--- src/rtl/id_rtype_stage.sv ---
// id_rtype_stage: R-type decode stage with ID/EX pipeline register.
// Decodes OP-opcode (0110011) instructions, drives the register-file read
// ports, resolves operands by forwarding from EX/MEM/WB, stalls on
// load-use hazards and presents a registered bundle to EX.
//
// Optional feature macro: ID_RTYPE_M_EN
//   defined   : funct7=0000001 (M extension) is legal and sets muldiv_o.
//   undefined : funct7=0000001 is illegal and muldiv_o is tied to 0.
//
// Handshake: a transfer happens on a rising clock edge when valid and
// ready are both high. in_ready_o is combinational. out_valid_o is
// registered, and the bundle stays stable while out_valid_o && !out_ready_i.
// flush_i consumes and discards the current input and kills the held bundle.
//
// Field positions follow RV32: rd at bit 7, rs1 at bit 15, rs2 at bit 20.
module id_rtype_stage #(
    parameter int DATA_WIDTH  = 32,
    parameter int RADDR_WIDTH = 5,
    parameter int INST_WIDTH  = 32
) (
    input  logic                   clk,
    input  logic                   rst,
    input  logic                   in_valid_i,
    output logic                   in_ready_o,
    input  logic [INST_WIDTH-1:0]  inst_i,
    input  logic                   flush_i,
    output logic [RADDR_WIDTH-1:0] reg1_raddr_o,
    output logic [RADDR_WIDTH-1:0] reg2_raddr_o,
    output logic                   reg1_re_o,
    output logic                   reg2_re_o,
    input  logic [DATA_WIDTH-1:0]  reg1_rdata_i,
    input  logic [DATA_WIDTH-1:0]  reg2_rdata_i,
    input  logic                   ex_we_i,
    input  logic                   ex_load_i,
    input  logic [RADDR_WIDTH-1:0] ex_waddr_i,
    input  logic [DATA_WIDTH-1:0]  ex_wdata_i,
    input  logic                   mem_we_i,
    input  logic [RADDR_WIDTH-1:0] mem_waddr_i,
    input  logic [DATA_WIDTH-1:0]  mem_wdata_i,
    input  logic                   wb_we_i,
    input  logic [RADDR_WIDTH-1:0] wb_waddr_i,
    input  logic [DATA_WIDTH-1:0]  wb_wdata_i,
    output logic                   out_valid_o,
    input  logic                   out_ready_i,
    output logic [DATA_WIDTH-1:0]  op1_o,
    output logic [DATA_WIDTH-1:0]  op2_o,
    output logic                   reg_we_o,
    output logic [RADDR_WIDTH-1:0] reg_waddr_o,
    output logic [2:0]             funct3_o,
    output logic                   alt_o,
    output logic                   muldiv_o,
    output logic                   illegal_o
);

    localparam logic [6:0] OPC_R     = 7'b0110011;
    localparam logic [6:0] F7_BASE   = 7'b0000000;
    localparam logic [6:0] F7_ALT    = 7'b0100000;
    localparam logic [6:0] F7_MULDIV = 7'b0000001;

    // Instruction fields
    logic [6:0]             opcode;
    logic [RADDR_WIDTH-1:0] rs1;
    logic [RADDR_WIDTH-1:0] rs2;
    logic [RADDR_WIDTH-1:0] rd;
    logic [2:0]             funct3;
    logic [6:0]             funct7;

    assign opcode = inst_i[6:0];
    assign rd     = inst_i[7 +: RADDR_WIDTH];
    assign funct3 = inst_i[14:12];
    assign rs1    = inst_i[15 +: RADDR_WIDTH];
    assign rs2    = inst_i[20 +: RADDR_WIDTH];
    assign funct7 = inst_i[31:25];

    logic                  is_r;
    logic                  legal;
    logic                  muldiv_dec;
    logic                  hz;
    logic                  adv;
    logic [DATA_WIDTH-1:0] fwd1;
    logic [DATA_WIDTH-1:0] fwd2;

    // Pick the youngest in-flight producer of a source register; a load in
    // EX has no data yet, so it is skipped here and handled as a stall.
    function automatic logic [DATA_WIDTH-1:0] resolve(
        input logic [RADDR_WIDTH-1:0] rs,
        input logic [DATA_WIDTH-1:0]  rf_data
    );
        logic [DATA_WIDTH-1:0] val;
        val = rf_data;
        if (rs == '0) begin
            val = '0;
        end else if (ex_we_i && !ex_load_i && (ex_waddr_i == rs)) begin
            val = ex_wdata_i;
        end else if (mem_we_i && (mem_waddr_i == rs)) begin
            val = mem_wdata_i;
        end else if (wb_we_i && (wb_waddr_i == rs)) begin
            val = wb_wdata_i;
        end
        return val;
    endfunction

    // Decode, register-file read ports, legality and forwarding
    always_comb begin
        is_r         = (opcode == OPC_R);
        reg1_raddr_o = '0;
        reg2_raddr_o = '0;
        reg1_re_o    = 1'b0;
        reg2_re_o    = 1'b0;
        if (in_valid_i && is_r) begin
            reg1_raddr_o = rs1;
            reg2_raddr_o = rs2;
            reg1_re_o    = 1'b1;
            reg2_re_o    = 1'b1;
        end

`ifdef ID_RTYPE_M_EN
        muldiv_dec = (funct7 == F7_MULDIV);
`else
        muldiv_dec = 1'b0;
`endif
        legal = (funct7 == F7_BASE)
             || ((funct7 == F7_ALT) && ((funct3 == 3'b000) || (funct3 == 3'b101)))
             || muldiv_dec;

        fwd1 = resolve(rs1, reg1_rdata_i);
        fwd2 = resolve(rs2, reg2_rdata_i);
    end

    // Load-use stall and advance control
    always_comb begin
        hz = in_valid_i && is_r && ex_we_i && ex_load_i && (ex_waddr_i != '0)
          && ((ex_waddr_i == rs1) || (ex_waddr_i == rs2));
        adv        = !out_valid_o || out_ready_i;
        in_ready_o = adv && !hz;
    end

    // ID/EX pipeline register; empty slots carry an all-zero bundle
    always_ff @(posedge clk or posedge rst) begin
        if (rst) begin
            out_valid_o <= 1'b0;
            op1_o       <= '0;
            op2_o       <= '0;
            reg_we_o    <= 1'b0;
            reg_waddr_o <= '0;
            funct3_o    <= '0;
            alt_o       <= 1'b0;
            muldiv_o    <= 1'b0;
            illegal_o   <= 1'b0;
        end else if (flush_i || (adv && (hz || !in_valid_i))) begin
            out_valid_o <= 1'b0;
            op1_o       <= '0;
            op2_o       <= '0;
            reg_we_o    <= 1'b0;
            reg_waddr_o <= '0;
            funct3_o    <= '0;
            alt_o       <= 1'b0;
            muldiv_o    <= 1'b0;
            illegal_o   <= 1'b0;
        end else if (adv) begin
            out_valid_o <= 1'b1;
            if (is_r) begin
                op1_o       <= legal ? fwd1 : '0;
                op2_o       <= legal ? fwd2 : '0;
                reg_we_o    <= legal && (rd != '0);
                reg_waddr_o <= rd;
                funct3_o    <= funct3;
                alt_o       <= funct7[5];
                muldiv_o    <= muldiv_dec;
                illegal_o   <= !legal;
            end else begin
                op1_o       <= '0;
                op2_o       <= '0;
                reg_we_o    <= 1'b0;
                reg_waddr_o <= '0;
                funct3_o    <= '0;
                alt_o       <= 1'b0;
                muldiv_o    <= 1'b0;
                illegal_o   <= 1'b0;
            end
        end
    end

endmodule
--- config.mk ---
export PLATFORM = sky130hd
export DESIGN_NAME = id_rtype_stage
export DESIGN_NICKNAME = d
export VERILOG_FILES = /design/src/rtl/id_rtype_stage.sv
export SDC_FILE = /design/constraint.sdc
export NUM_CORES = 1
export LEC_CHECK = 0
export ABC_AREA = 1
export BUFFER_PORTS_ARGS = -buffer_cell sky130_fd_sc_hd__buf_2
export CAP_MARGIN = 20
export CORE_ASPECT_RATIO = 1.1
export CORE_MARGIN = 10
export CORE_UTILIZATION = 50
export CTS_CLUSTER_SIZE = 25
export DETAILED_ROUTE_END_ITERATION = 8
export GPL_ROUTABILITY_DRIVEN = 1
export PLACE_DENSITY = 0.88
export SLEW_MARGIN = 5
export SYNTH_ARGS = -nofsm -noshare
export SYNTH_HDL_FRONTEND = slang
export SYNTH_SLANG_ARGS = --single-unit
--- constraint.sdc ---
create_clock -name clk -period 5.6 [get_ports clk]
set_input_delay 0.84 -clock clk [delete_from_list [all_inputs] [get_ports clk]]
set_output_delay 0.84 -clock clk [all_outputs]
set_load 0.03 [all_outputs]
==> results.toml <==
[timing]
grt_setup_unrepaired = "no"
finClkSkew_ns = 0.003478
relSlewSlack = 0.3440
final.setup.tns_ns = 0
min_period_over_period = 0.5595
period_needed_ns = 3.133
worst_pin_slew_ns = 0.9816
setup_viol = 0
slew_viol_final = 0
timing.fmax_ghz = 0.3192
hold_viol_final = 0
timing.hold.ws_ns = 0.4737
worst_slack_ns = 2.467

[placement]
dp.cells = 1709
dpl.hpwl_um = 19450
port_buffers = 304
dpl-instance-area_mm2 = 0.008342
post-place-ws_ns = 2.133
gp_congestion = 0.9394

[final_layout]
final_cells = 1726
layout_common_cells = "nand2_1 (532), buf_2 (304), nor2_1 (227), inv_1 (185), nand3_1 (139)"
syn2layout_area_growth_pct = 27.29
fin_nets = 1753
post-route-util = 0.6528
mostFrequentLayoutCell = "nand2_1"
drive_above_1_share = 0.2265
final_area_mm2 = 0.008661

[setup_path]
cpMostUsedCell = "nor2_1"
cp.arrival_ns = 3.36
start_kind = "input pin"
crit_path_max_fanout = 76
critPathTopFamily = "buffers and inverters"
critPathSlowestCell = "buf_4"
cpPeakStageDelay_ns = 0.68
end_kind = "flop"
crit_buf_inv = 4
r2r_setup_slack_ns = 2.69
path_cells = "buf_2 > nor2_1 > inv_1 > nor2_4 > buf_4 > nor2_1 > nand3_2 > buf_4 > nor2_1 > nand2_1 > nand2_1"
critical_path_class = "in2reg"
cp_data_required_time_ns = 5.83

[die]
die-width_um = 131.2
io_pins = 306
rows = 44
start_util = 0.5128
die_area_mm2 = 0.01868
die_h_um = 142.3
core_area_mm2 = 0.01327

[clocking]
insertion_delay_ns = 0.34
clockBufferDepth = 2
numCtsBuffers = 9
clockRootBuffer = "clkbuf_16"
clk_pin_slew_ns = 0.06
htreeDepth = 3
post-cts-setup-buffer-count = 0
cts_tree = "yes"
postCtsResizedCells = 0
clock-sinks = 76
hold_buffers = 0

[run_status]
status = "complete, no violations"

[detailed_routing]
ant_nets = 0
drt_first_iter_violations = 922
first_pass_iters = 8
wirelength_um = 26770
via_per_inst = 5.101
route.detailed.drc = 0
wire_per_inst_um = 15.51
vias = 8804

[synthesis]
synth_area_leaders = "nand2_1 (29%), dfrtp_1 (28%), nor2_1 (13%)"
netlist_area_mm2 = 0.006804
synth_top_area_frac = 0.2935
synthArstFlopShare = 1.000
synth-edff-count = 0
synth_seq_cells = 76
yosys_warnings = 0
synth_flop_cell = "dfrtp_1"
syn_area_per_cell_um2 = 5.332
yosysUniqueCellTypes = 24
syn-num-nets = 1492
yosys.area.top_type = "nand2_1"
ys_seq_area_frac = 0.2795
synth_cells = 1276

[power_and_ir_drop]
vdd_ir_drop_max_uv = 103.2
power.density_mw_per_mm2 = 164.7
leakage_nw = 5.541
fin_total_pwr_mw = 1.426

[global_routing]
grt_pass1_wl_um = 42720
gr-total-overflow = 0
grt_max_degree = 77
antenna_found_initial = 1
grt_pass1_vias = 8607
grt_usage = 0.2785

[job]
maxCapViolations = 0

[min_path]
hp-class = "reg2reg"
[worst min-delay path, stage by stage, from the launching register on]
cell and delay, ns:
dfrtp_1 0.34, nand2_1 0.05, nand2_1 0.05
[power by group]
part | switching [mW] | internal (mW)
sequential | 0.000287 | 0.550
combinational | 0.184 | 0.112
clock | 0.234 | 0.346
[synthesized netlist by cell type, types with 4 or more instances]
cell type / number
o21ai_0: 10
clkbuf_1: 14
nand2_1: 532
inv_2: 6
a21oi_1: 4
buf_4: 17
nand3_1: 139
nor2_1: 232
inv_1: 186
nor3_1: 4
dfrtp_1: 76
buf_2: 34
[sequential cells by signal, summed over array words and instances (netlist names)]
| name | cells |
|---|---|
| alt_o | 1 |
| op1_o | 32 |
| illegal_o | 1 |
| reg_waddr_o | 5 |
| op2_o | 32 |
| out_valid_o | 1 |
| funct3_o | 3 |
| reg_we_o | 1 |
[cells by family (layout without fill, tap and decap cells)]
kind of cell           after synthesis  after routing  synth area share
AO/OA/AOI/OAI                       18             18           0.01398
XOR/XNOR                             5              5          0.006437
buffers and inverters              258            523            0.1591
flip-flops                          76             76            0.2795
other                                1              2         0.0005511
AND/OR/NAND/NOR                    918            918            0.5405
[cell type report]
class	count	area, um^2
multi-input cells	942	3864
clock buffers	14	284.0
flip-flops and latches	76	1902
well taps	184	230.2
clock inverters	1	5.005
inverters	192	721.9
repair buffers	316	1652
diodes	1	2.502
fillers	1292	4607
[path summary, 6_finish.rpt]
check	to	depth (start not counted)	from
max	op2_o[24]	11	out_ready_i
min	op1_o[12]	2	op1_o[12]
max reg2reg	op2_o[24]	11	out_valid_o
min reg2reg	op1_o[12]	2	op1_o[12]
max in group asynchronous	funct3_o[0]	4	rst
min in group asynchronous	op1_o[15]	3	rst
[metal layers]
layer  share of wire  track usage  vias up
li1                -            -     4276
met1            0.39       0.3204     3880
met2            0.48       0.4774      561
met3           0.095      0.06356       87
met4           0.044       0.1428        0
met5               0            0        -
No activity file was read; power rests on OpenSTA's default activity.
